[config.mk]
export PLATFORM = sky130hd
export DESIGN_NAME = ccr_update
export DESIGN_NICKNAME = d
export VERILOG_FILES = /design/src/rtl/m68000_ccr_pkg.sv /design/src/rtl/ccr_flag_calc.sv /design/src/rtl/ccr_update.sv
export SDC_FILE = /design/constraint.sdc
export NUM_CORES = 1
export LEC_CHECK = 0
export ABC_AREA = 0
export CORE_MARGIN = 2
export CORE_UTILIZATION = 36
export CTS_CLUSTER_SIZE = 25
export DETAILED_ROUTE_END_ITERATION = 6
export PLACE_DENSITY = 0.76
export SLEW_MARGIN = 20
export SYNTH_ARGS = -nofsm -noshare
export SYNTH_HDL_FRONTEND = slang
export SYNTH_SLANG_ARGS = --single-unit
[constraint.sdc]
create_clock -name clk -period 2.6 [get_ports clk]
set_input_delay 0.65 -clock clk [delete_from_list [all_inputs] [get_ports clk]]
set_output_delay 0.65 -clock clk [all_outputs]
set_load 0.1 [all_outputs]
[src/rtl/m68000_ccr_pkg.sv]
// Shared codes for the m68000 condition-code path: flag classes, operand sizes,
// immediate CCR write ops, CCR bit positions and the writable-bit mask.
package m68000_ccr_pkg;

   typedef enum logic [3:0] {
      FOP_NONE   = 4'd0,
      FOP_ADD    = 4'd1,
      FOP_SUB    = 4'd2,
      FOP_CMP    = 4'd3,
      FOP_ADDX   = 4'd4,
      FOP_SUBX   = 4'd5,
      FOP_LOGIC  = 4'd6,
      FOP_SHIFT  = 4'd7,
      FOP_ROTATE = 4'd8,
      FOP_BCD    = 4'd9
   } flag_op_e;

   typedef enum logic [1:0] {
      SZ_BYTE = 2'b00,
      SZ_WORD = 2'b01,
      SZ_LONG = 2'b10,
      SZ_LNG2 = 2'b11
   } size_e;

   typedef enum logic [1:0] {
      WOP_MOVE = 2'b00,
      WOP_AND  = 2'b01,
      WOP_OR   = 2'b10,
      WOP_EOR  = 2'b11
   } ccr_wop_e;

   localparam int CCR_C = 0;
   localparam int CCR_V = 1;
   localparam int CCR_Z = 2;
   localparam int CCR_N = 3;
   localparam int CCR_X = 4;

   localparam logic [7:0] CCR_MASK = 8'h1F;

   // Immediate MOVE/ANDI/ORI/EORI to CCR; upper three bits never survive.
   function automatic logic [7:0] applyWop(input logic [1:0] wop,
                                           input logic [7:0] cur,
                                           input logic [7:0] din);
      logic [7:0] v;
      case (wop)
         WOP_MOVE: v = din;
         WOP_AND:  v = cur & din;
         WOP_OR:   v = cur | din;
         default:  v = cur ^ din;
      endcase
      return v & CCR_MASK;
   endfunction

endpackage

[src/rtl/ccr_flag_calc.sv]
// Combinational X/N/Z/V/C generator from registered ALU fields and current CCR.
// Decimal (flag_op 9) handling exists only when CCR_BCD_EN is defined.
module ccr_flag_calc
   import m68000_ccr_pkg::*;
(
   input  logic [3:0]  i_op,
   input  logic [1:0]  i_size,
   input  logic [31:0] i_src,
   input  logic [31:0] i_dst,
   input  logic [31:0] i_res,
   input  logic        i_shiftC,
   input  logic        i_shiftV,
   input  logic        i_shiftCnt0,
`ifdef CCR_BCD_EN
   input  logic        i_bcdC,
`endif
   input  logic [4:0]  i_ccr,
   output logic [4:0]  o_flags
);

   logic w_sm, w_dm, w_rm, w_zero;
   logic w_addC, w_addV, w_subC, w_subV;

   always_comb begin
      w_sm   = i_src[31];
      w_dm   = i_dst[31];
      w_rm   = i_res[31];
      w_zero = (i_res == 32'h0);
      case (i_size)
         SZ_BYTE: begin
            w_sm   = i_src[7];
            w_dm   = i_dst[7];
            w_rm   = i_res[7];
            w_zero = (i_res[7:0] == 8'h0);
         end
         SZ_WORD: begin
            w_sm   = i_src[15];
            w_dm   = i_dst[15];
            w_rm   = i_res[15];
            w_zero = (i_res[15:0] == 16'h0);
         end
         default: ;
      endcase
   end

   assign w_addC = (w_sm & w_dm) | (~w_rm & w_dm) | (w_sm & ~w_rm);
   assign w_addV = (w_sm & w_dm & ~w_rm) | (~w_sm & ~w_dm & w_rm);
   assign w_subC = (w_sm & ~w_dm) | (w_rm & ~w_dm) | (w_sm & w_rm);
   assign w_subV = (~w_sm & w_dm & ~w_rm) | (w_sm & ~w_dm & w_rm);

   // Extended ops keep Z sticky: it can only be cleared, never set, so
   // multi-precision chains test zero across every word.
   always_comb begin
      o_flags = i_ccr;
      case (i_op)
         FOP_ADD, FOP_ADDX: begin
            o_flags[CCR_X] = w_addC;
            o_flags[CCR_C] = w_addC;
            o_flags[CCR_V] = w_addV;
            o_flags[CCR_N] = w_rm;
            o_flags[CCR_Z] = (i_op == FOP_ADDX) ? (i_ccr[CCR_Z] & w_zero) : w_zero;
         end
         FOP_SUB, FOP_SUBX, FOP_CMP: begin
            if (i_op != FOP_CMP) o_flags[CCR_X] = w_subC;
            o_flags[CCR_C] = w_subC;
            o_flags[CCR_V] = w_subV;
            o_flags[CCR_N] = w_rm;
            o_flags[CCR_Z] = (i_op == FOP_SUBX) ? (i_ccr[CCR_Z] & w_zero) : w_zero;
         end
         FOP_LOGIC: begin
            o_flags[CCR_N] = w_rm;
            o_flags[CCR_Z] = w_zero;
            o_flags[CCR_V] = 1'b0;
            o_flags[CCR_C] = 1'b0;
         end
         FOP_SHIFT: begin
            o_flags[CCR_N] = w_rm;
            o_flags[CCR_Z] = w_zero;
            o_flags[CCR_V] = i_shiftV;
            o_flags[CCR_C] = i_shiftCnt0 ? 1'b0 : i_shiftC;
            if (!i_shiftCnt0) o_flags[CCR_X] = i_shiftC;
         end
         FOP_ROTATE: begin
            o_flags[CCR_N] = w_rm;
            o_flags[CCR_Z] = w_zero;
            o_flags[CCR_V] = 1'b0;
            o_flags[CCR_C] = i_shiftCnt0 ? 1'b0 : i_shiftC;
         end
`ifdef CCR_BCD_EN
         FOP_BCD: begin
            o_flags[CCR_X] = i_bcdC;
            o_flags[CCR_C] = i_bcdC;
            o_flags[CCR_Z] = i_ccr[CCR_Z] & w_zero;
         end
`endif
         default: ;
      endcase
   end

endmodule

[src/rtl/ccr_update.sv]
// Two-stage CCR producer: operand capture, then flag commit merged with
// immediate CCR writes. Optional decimal flags via CCR_BCD_EN.
module ccr_update
   import m68000_ccr_pkg::*;
(
   input  logic        clk,
   input  logic        rst,
   input  logic        upd,
   input  logic [3:0]  flag_op,
   input  logic [1:0]  size,
   input  logic [31:0] src,
   input  logic [31:0] dst,
   input  logic [31:0] res,
   input  logic        shift_c,
   input  logic        shift_v,
   input  logic        shift_cnt0,
   input  logic        bcd_c,
   input  logic        ccr_wr,
   input  logic [1:0]  ccr_wop,
   input  logic [7:0]  ccr_din,
   output logic [7:0]  ccr,
   output logic        pending
);

   logic        r_valid;
   logic [3:0]  r_op;
   logic [1:0]  r_size;
   logic [31:0] r_src, r_dst, r_res;
   logic        r_shiftC, r_shiftV, r_shiftCnt0;
   logic [7:0]  r_ccr;
   logic [4:0]  w_flags;
   logic [7:0]  w_committed, w_ccrNext;

`ifdef CCR_BCD_EN
   logic        r_bcdC;
`else
   logic        w_unusedBcd;
   assign w_unusedBcd = bcd_c;
`endif

   // Stage-1 payload needs no reset: it is only consumed when r_valid is set.
   always_ff @(posedge clk) begin
      if (upd) begin
         r_op        <= flag_op;
         r_size      <= size;
         r_src       <= src;
         r_dst       <= dst;
         r_res       <= res;
         r_shiftC    <= shift_c;
         r_shiftV    <= shift_v;
         r_shiftCnt0 <= shift_cnt0;
`ifdef CCR_BCD_EN
         r_bcdC      <= bcd_c;
`endif
      end
   end

   ccr_flag_calc u_calc (
      .i_op        (r_op),
      .i_size      (r_size),
      .i_src       (r_src),
      .i_dst       (r_dst),
      .i_res       (r_res),
      .i_shiftC    (r_shiftC),
      .i_shiftV    (r_shiftV),
      .i_shiftCnt0 (r_shiftCnt0),
`ifdef CCR_BCD_EN
      .i_bcdC      (r_bcdC),
`endif
      .i_ccr       (r_ccr[4:0]),
      .o_flags     (w_flags)
   );

   // An immediate write on a commit edge operates on the just-committed flags.
   assign w_committed = r_valid ? {3'b000, w_flags} : r_ccr;
   assign w_ccrNext   = ccr_wr ? applyWop(ccr_wop, w_committed, ccr_din) : w_committed;

   always_ff @(posedge clk) begin
      if (rst) begin
         r_valid <= 1'b0;
         r_ccr   <= 8'h00;
      end else begin
         r_valid <= upd;
         r_ccr   <= w_ccrNext;
      end
   end

   assign ccr     = r_ccr;
   assign pending = r_valid;

endmodule

==> results.json, run 1 <==
{
  "busiest_layer": "met2",
  "worstPathCellList": "mux2_4, mux2i_4, mux2i_1, nor2_1, o21bai_1, nand2_1, ha_1, mux4_2, a32oi_1, o31ai_1",
  "yosysTopAreaCellShare_pct": 55.7,
  "max_freq_mhz": 364,
  "whs_path_depth": 3,
  "critPathLaunchType": "flop",
  "finalWirelength_um": 4950,
  "synth_commonest_cells": "edfxtp_1, nand2_1, inv_1",
  "total_power_uw": 2060,
  "syn_inst": 196,
  "maxCapViolations": 0,
  "cp.required_ps": 2800,
  "min_path_type": "flop to flop",
  "relSlewSlack_pct": 61.9,
  "crit_path_max_incr_delay_ps": 480,
  "grt_pass1_wl_um": 7730,
  "grt_util_met1_pct": 15.1,
  "cp-startpoint": "r_size[0]",
  "critPathMaxFanout": 4,
  "area_growth_pct": 44.2,
  "hold_viol": 0,
  "port_buffers": 63,
  "synth.area.top_cells": "edfxtp_1, dfxtp_1, ha_1, mux4_2, mux2i_1",
  "drv_slew": 0,
  "grt_pass1_vias": 1813,
  "setup_viol": 3,
  "drtIter0Drc": 51,
  "grt_max_degree": 26,
  "critPathBufInv": 0,
  "finClkSkew_ps": 7.17,
  "fp.coreArea_um2": 6790,
  "rows": 30,
  "ys_seq_elements": 53,
  "insertion_delay_ps": 300,
  "worstMarginPinSlew_ps": 571,
  "worstPathArrival_ps": 2950,
  "worst_slack_ps": -151,
  "path_clk_slew_ps": 100,
  "min_period_over_period_pct": 106,
  "period_minus_slack_ps": 2750,
  "synthFlopType": "edfxtp_1",
  "critical_path_class": "flop to flop",
  "cts_tree": "built",
  "syn-cell-area_um2": 2530,
  "outcome": "complete, but fails checks",
  "cts_made_buffers": 5,
  "firstDrtPassIters": 4,
  "clockRootBuffer": "clkbuf_8",
  "met2_usage_pct": 23.1,
  "crit_family": "multiplexers",
  "htree_levels": 2,
  "viasPerCell": 4.79,
  "syn_avg_cell_area_um2": 12.9,
  "nNetsFinal": 415,
  "num_antenna_cells": 0,
  "synthArstFlopShare_pct": 0,
  "leakage_uw": 0.00139,
  "drtAntennaViolNets": 0,
  "io_pins": 129,
  "reg2reg_depth": 10,
  "cp.depth": 10,
  "cp_slowest_cell": "mux4_2",
  "vias": 1833,
  "clock-sinks": 53,
  "route.detailed.drc": 0,
  "yosysWarnings": 0,
  "rsz0062_at_grt": "true",
  "yosys.cell_types.count": 47,
  "grt_overflow_total": 0,
  "drive_gt1_share_pct": 22.0,
  "clk_path_buf_depth": 2,
  "violations": "negative setup slack",
  "final_util_pct": 53.7,
  "grt_use_total_pct": 13.1,
  "rr_startpoint": "r_size[0]",
  "crit_path_end_kind": "flop",
  "start_util_pct": 37.3,
  "wl_per_cell_um": 12.9,
  "gp_congestion": 0.788,
  "die_h_um": 87.9,
  "dieWidth_um": 87.9,
  "dieArea_um2": 7720,
  "ys_seq_area_share_pct": 60.5,
  "synth_most_common_cell": "edfxtp_1",
  "synth-edff-count": 47,
  "hold_path_startpoint": "ccr[4]",
  "vdd.ir_drop.worst_v": 0.000318,
  "grt_use_met3_pct": 4.24,
  "antenna_found_initial": 0,
  "power_density_nw_per_um2": 565,
  "n_fill_cell": 586,
  "dp_hpwl_um": 3770,
  "synth_top_area_cell": "edfxtp_1"
}
==> stage by stage <==
| stage | setup WS (ps) | TNS (ps) | std cells | area (um^2) | hold slack [ps] |
|---|---|---|---|---|---|
| global placement | -169 | -476 | 369 | 3400 | 667 |
| detailed placement | -225 | -659 | 369 | 3400 | 665 |
| finish | -151 | -409 | 383 | 3650 | 690 |
| floorplan | 5.69 | 0 | 198 | 2540 | 668 |
| CTS | -178 | -459 | 381 | 3570 | 697 |
| global route | -338 | -1060 | 383 | 3650 | 757 |
==> worst min-delay path: stages (launching register included) <==
cell,delay [ps]
dfxtp_1,370
or2b_2,150
a32oi_1,80
o21ai_1,60
==> placed cells by master, fill, tap and decap left out, types with 5 or more instances in the layout <==
cell type and instances:
dfxtp_1 5, ha_1 8, nor2_1 9, inv_1 12, a21oi_1 6, nor4_1 8
nand2_1 18, clkbuf_8 5, edfxtp_1 47, o21ai_0 6, mux2i_1 6, clkdlybuf4s50_1 56
buf_4 29
==> path summary, 6_finish.rpt <==
kind | to | slack (ps)
worst max-delay path | ccr[0] | -150
worst min-delay path | ccr[4] | 690
worst max register to register | ccr[0] | -150
worst min register to register | ccr[4] | 690
==> final cells by class <==
cell class	count	area [um^2]	share of cell area, %
inverter	12	45.0	1.23
sequential	53	1530	42.0
tap	96	120	3.29
clock buffer	5	68.8	1.88
timing repair buffer	91	848	23.2
multi-input combinational	123	986	27.0
clock inverter	3	50.0	1.37
==> kinds of logic (layout without fill, tap and decap cells) <==
family          Yosys count  after routing  synth area share (%)
compound gates           35             35                  8.94
xor+xnor                  2              2                 0.692
fa+ha+maj                 9              9                  4.45
buf+inv                  22            111                  3.95
flops                    53             53                  60.5
mux                      16             16                  9.58
other cells               1              3                 0.148
simple gates             58             58                  11.8
==> registers in the layout (all words and copies together) (netlist names) <==
signal and cells:
r_dst 3, r_shiftCnt0 1, r_res 32, r_op 4, ccr 5, pending 1, r_shiftC 1, r_shiftV 1
r_src 3, r_size 2
==> timing repair <==
| action | 4_1_cts | 5_1_grt |
|---|---|---|
| resized for setup | 5 | 13 |
| pin swaps | 5 | 9 |
| setup endpoints to repair | 5 | 5 |
| hold buffers | 0 | 0 |
| setup buffers | 4 | 3 |
==> layer usage <==
layer	wire, um	share of wire [%]
met3	359	7.2
met4	34	0.69
met2	2540	51
met5	0	0
met1	2020	41
==> report_power, final <==
group	internal (uW)	leakage, uW	switching (uW)
registers	1000	0.000510	34.6
clock network	295	0.0000603	278
logic	230	0.000815	226
(Power assumes the default switching activity.)
==> inputs of run 2 (changes only) <==
- ABC_CLOCK_PERIOD_IN_PS: not set -> 2600
- CELL_PAD_IN_SITES_DETAIL_PLACEMENT: not set -> 1
- CELL_PAD_IN_SITES_GLOBAL_PLACEMENT: not set -> 2
- CORE_UTILIZATION: 36 -> 22
- PLACE_DENSITY: 0.76 -> not set
- PLACE_DENSITY_LB_ADDON: not set -> 0.1
==> run 2 against run 1 <==
  * The run still ends with negative setup slack left
  * Die area is 60% higher
  * Routed wire length grew 21%
  * Utilization decreased by 21 points
  * Total power is 4.8% higher
  * Clock skew shrank 4.8 ps
  * Worst hold slack improved by 4.6 ps
  * Critical path depth is the same
  * Cell count is 13% higher
  * Sequential share of layout area fell by 0.82 points
  * First-iteration DRC count is 25% higher
  * Final area grew 2.0%
  * Register-to-register slack worse by 70 ps
==> results.json, run 2 (same netlist as run 1, synthesis figures left out) <==
{
  "io_pins": 129,
  "grt_pass1_wl_um": 9720,
  "rsz0062_at_grt": "true",
  "worstPathArrival_ps": 2990,
  "dp_hpwl_um": 4700,
  "regMostFlops": "r_res",
  "rrSetupSlack_ps": -220,
  "gp_congestion": 0.700,
  "pre_cts_slack_ps": -205,
  "grt_max_degree": 31,
  "critPathMaxFanout": 5,
  "vdd.ir_drop.worst_v": 0.000258,
  "cts_tree": "built",
  "dieWidth_um": 111,
  "path_clk_slew_ps": 70,
  "vias": 1804,
  "finClkSkew_ps": 2.38,
  "area_growth_pct": 47.0,
  "cts_made_buffers": 5,
  "crit_path_max_incr_delay_ps": 470,
  "num_antenna_cells": 0,
  "grt_pass1_vias": 1992,
  "final_cell_mix": "clkdlybuf4s50_1, edfxtp_1, buf_4",
  "start_util_pct": 22.4,
  "drive_gt1_share_pct": 22.5,
  "hold_viol": 0,
  "rows": 39,
  "worstPathCellList": "mux2_2, mux2i_4, mux2i_1, o2bb2ai_2, nor2_1, or2_1, ha_1, mux4_2, nand2_1, a21oi_1",
  "max_freq_mhz": 355,
  "finalWirelength_um": 5990,
  "n_fill_cell": 1251,
  "hold_ws_ps": 694,
  "port_buffers": 63,
  "clock-sinks": 53,
  "firstDrtPassIters": 4,
  "grt_overflow_total": 0,
  "seq_area_um2": 1530,
  "rr_startpoint": "r_size[0]",
  "htree_levels": 2,
  "crit_path_end_kind": "flop",
  "clockRootBuffer": "clkbuf_16",
  "power_density_nw_per_um2": 581,
  "reg2reg_depth": 10,
  "outcome": "complete, but fails checks",
  "clk_path_buf_depth": 2,
  "drtIter0Drc": 64,
  "hold_path_startpoint": "ccr[3]",
  "cp.required_ps": 2770,
  "whs_path_depth": 4,
  "setup_viol": 3,
  "critical_path_class": "flop to flop",
  "fin_setup_tns_ps": -569,
  "die_h_um": 111,
  "insertion_delay_ps": 290,
  "cts_hold_buf": 0,
  "nNetsFinal": 417,
  "wl_per_cell_um": 13.9,
  "cp_slowest_cell": "mux4_2",
  "critPathLaunchType": "flop",
  "violations": "negative setup slack",
  "period_minus_slack_ps": 2820,
  "total_power_uw": 2160,
  "worst_slack_ps": -216,
  "min_period_over_period_pct": 108,
  "largest_register_ffs": 32,
  "dieArea_um2": 12400,
  "critPathBufInv": 0,
  "viasPerCell": 4.18,
  "mostFrequentLayoutCell": "clkdlybuf4s50_1",
  "route.detailed.drc": 0,
  "leakage_uw": 0.00140,
  "crit_family": "multiplexers",
  "fp.coreArea_um2": 11300,
  "antenna_found_initial": 0,
  "min_to": "ccr[3]",
  "drtAntennaViolNets": 0,
  "multi_input_area_um2": 968,
  "maxCapViolations": 0,
  "drv_slew": 0,
  "grt_use_total_pct": 9.97,
  "r2r_end": "ccr[1]",
  "min_path_type": "flop to flop"
}
==> run 2: cell count changes in the layout (fill, tap and decap cells not counted), sizes merged <==
cell    delta
bufinv     -1
buf        +2
clkbuf     +1
==> run 2: area by class of cell <==
class,instances,area share (%)
Multi-Input combinational cell,123,26.0
Sequential cell,53,41.2
Inverter,12,1.21
Timing Repair Buffer,93,23.0
Clock buffer,6,3.46
Tap cell,143,4.81
Clock inverter,2,0.370
==> run 2: worst max path at each step <==
stage	start	endpoint	slack, ps	depth (start not counted)
after floorplan	r_size[0]	ccr[4]	6	10
after global placement	r_op[0]	ccr[4]	-200	10
after detailed placement	r_size[0]	ccr[0]	-210	10
after CTS	r_size[0]	ccr[4]	-220	10
after global routing	r_size[0]	ccr[0]	-390	10
final	r_size[0]	ccr[1]	-220	10
==> run 2: what timing repair did <==
item                                    in CTS  in global routing
endpoints found under the setup margin       4                  5
pin swaps                                    4                  2
hold endpoints to repair                     0                  0
gates resized for setup                      8                  5
setup buffers                                0                  0
==> run 2: worst reg2reg max path: cells and delay by family, from the launching register on <==
kind | cells | cell delay [ps]
fa+ha+maj | 1 | 270
simple gates | 3 | 420
compound gates | 2 | 220
mux | 4 | 1370
flops | 1 | 420
==> run 2: stage by stage <==
| step | cells | area (um^2) | utilization [%] |
|---|---|---|---|
| 4_1_cts | 432 | 3700 | 32.7 |
| 3_3_place_gp | 424 | 3520 | 31.1 |
| 2_1_floorplan | 198 | 2540 | - |
| 5_1_grt | 432 | 3720 | 32.9 |
| 3_5_place_dp | 424 | 3520 | 31.1 |
| 6_report | 432 | 3720 | 32.9 |
==> run 2: power by group <==
part | switching [uW] | total (uW) | internal [uW]
combinational | 230 | 462 | 232
clock | 304 | 663 | 360
sequential | 35.6 | 1040 | 1000
==> run 2: metal layers <==
metal  wire (um)  GRT usage [%]  vias to the layer above
met3         339           3.34                        6
met1        2630           11.5                      847
li1            -              -                      907
met4          76           2.96                        0
met5           0              0                        -
met2        2940           17.6                       44
==> inputs of run 3 (changes only) <==
- CORE_UTILIZATION: 22 -> 34
- DONT_BUFFER_PORTS: not set -> 1
==> run 3 against run 2 <==
  * Total power decreased by 11%
  * Clock-buffer cell count decreased by 1
  * Combinational power decreased by 23%
  * First-iteration DRC count decreased by 27%
  * Clock power decreased by 18%
  * Final area decreased by 19%
  * Utilization increased by 9.1 points
  * The flow still finishes with violations (negative setup slack)
==> results.json, run 3 (same netlist as run 1, synthesis figures left out) <==
{
  "stdcell_count": 322,
  "r2r_end": "ccr[1]",
  "dieArea_um2": 8150,
  "min_path_type": "input pin to flop",
  "power_density_nw_per_um2": 639,
  "rrSetupSlack_ps": -180,
  "cts_tree": "built",
  "io_pins": 129,
  "grt_pass1_vias": 1689,
  "insertion_delay_ps": 300,
  "outcome": "complete, but fails checks",
  "dr_wl_met2_um": 2690,
  "drv_slew": 0,
  "dpl.cell_count": 309,
  "area_growth_pct": 19.5,
  "rr_startpoint": "r_size[0]",
  "setup_viol": 3,
  "cts_hold_buf": 0,
  "maxCapViolations": 0,
  "combPwrFrac_pct": 18.3,
  "finalWirelength_um": 5180,
  "firstDrtPassIters": 4,
  "critPathLaunchType": "flop",
  "max_freq_mhz": 359,
  "grt_pass1_wl_um": 8480,
  "clock-sinks": 53,
  "critical_path_class": "flop to flop",
  "violations": "negative setup slack",
  "path_clk_slew_ps": 90,
  "switching_share_pct": 25.6,
  "drt-met1-wl_um": 2190,
  "fp.coreArea_um2": 7210,
  "p_sw_uw": 495,
  "cts_made_buffers": 5,
  "whs_path_depth": 1,
  "finClkSkew_ps": 6.67,
  "seqPwrFrac_pct": 53.6,
  "num_antenna_cells": 0,
  "drive_gt1_share_pct": 27.4,
  "drtIter0Drc": 47,
  "period_minus_slack_ps": 2780,
  "wl_met3_um": 258,
  "grt_max_degree": 49,
  "dieWidth_um": 90.3,
  "port_buffers": 0,
  "nNetsFinal": 352,
  "multi_input_area_um2": 1000,
  "reg2reg_depth": 14,
  "intPower_uw": 1440,
  "vdd.ir_drop.worst_v": 0.000385,
  "clockPowerShare_pct": 28.1,
  "final_cell_mix": "edfxtp_1, buf_4, nand2_1",
  "leakage_uw": 0.00113,
  "final_util_pct": 42.0,
  "pre_cts_slack_ps": -214,
  "min_period_over_period_pct": 107,
  "rsz0062_at_grt": "true",
  "wl_per_cell_um": 16.1,
  "clockRootBuffer": "clkbuf_8",
  "viasPerCell": 4.95,
  "start_util_pct": 35.1,
  "hold_path_startpoint": "rst",
  "worstPathArrival_ps": 2980,
  "gp_congestion": 0.792,
  "worst_slack_ps": -184,
  "die_h_um": 90.3,
  "rows": 31,
  "drtAntennaViolNets": 0,
  "min_to": "pending",
  "dr.max_layer_used": "met4",
  "n_fill_cell": 780,
  "hold_viol": 0,
  "grt_overflow_total": 0,
  "route.detailed.drc": 0,
  "largest_register_ffs": 32,
  "regMostFlops": "r_res",
  "clk_path_buf_depth": 2,
  "dp_hpwl_um": 3960,
  "critPathMaxFanout": 6,
  "grt_use_total_pct": 13.1,
  "cp.required_ps": 2800,
  "vias": 1595,
  "antenna_found_initial": 0,
  "mostFrequentLayoutCell": "edfxtp_1",
  "seq_area_um2": 1530,
  "htree_levels": 2,
  "crit_path_end_kind": "flop"
}
run 3: worst max-delay path, cell delays in order, from the launching register on:
cell and delay [ps]:
edfxtp_1 440, buf_4 160, buf_4 130, mux2i_2 170, o21ai_1 70, buf_4 170
buf_4 150, nor2_2 110, o2bb2ai_2 120, nor2_2 50, or2_1 220, ha_1 280
mux4_2 480, nand2_2 80, a21oi_1 60
run 3: layer usage:
| layer | up-vias | GRT usage, % |
|---|---|---|
| li1 | 777 | - |
| met1 | 766 | 16.1 |
| met2 | 48 | 23.3 |
| met3 | 4 | 3.67 |
| met4 | 0 | 2.31 |
| met5 | - | 0 |
run 3: worst max path at each step:
| stage | startpoint | end |
|---|---|---|
| detailed placement | r_size[0] | ccr[0] |
| global route | r_size[0] | ccr[4] |
| floorplan | r_size[0] | ccr[4] |
| finish | r_size[0] | ccr[1] |
| global placement | r_size[0] | ccr[4] |
| CTS | r_size[0] | ccr[0] |
run 3: area by class of cell:
class / count / area share (%)
Sequential cell: 53 / 50.6
Multi-Input combinational cell: 123 / 33.2
Timing Repair Buffer: 28 / 7.07
Tap cell: 99 / 4.09
Clock buffer: 5 / 2.27
Inverter: 12 / 1.49
Clock inverter: 2 / 1.28
run 3: repair_timing:
| item | 4_1_cts | 5_1_grt |
|---|---|---|
| pin swaps | 5 | 6 |
| gates resized for setup | 9 | 10 |
| endpoints found under the setup margin | 4 | 5 |
| setup buffers | 2 | 4 |
run 3: stage by stage:
| stage | total power, uW | hold WS (ps) | cell area (um^2) | setup TNS, ps |
|---|---|---|---|---|
| final | 1930 | 402 | 3030 | -477 |
| after global routing | 2030 | 380 | 3030 | -938 |
| after CTS | 1940 | 389 | 2940 | -536 |
| after detailed placement | 1370 | 679 | 2780 | -647 |
| after global placement | 1350 | 662 | 2780 | -406 |
| after floorplan | 1280 | 668 | 2540 | 0 |
run 3: power by group through the flow:
| stage | combinational [uW] | clock, uW | sequential [uW] |
|---|---|---|---|
| floorplan | 188 | 0 | 1100 |
| global route | 386 | 601 | 1040 |
| finish | 354 | 543 | 1040 |
| CTS | 334 | 571 | 1040 |
| global placement | 303 | 0 | 1050 |
| detailed placement | 314 | 0 | 1050 |
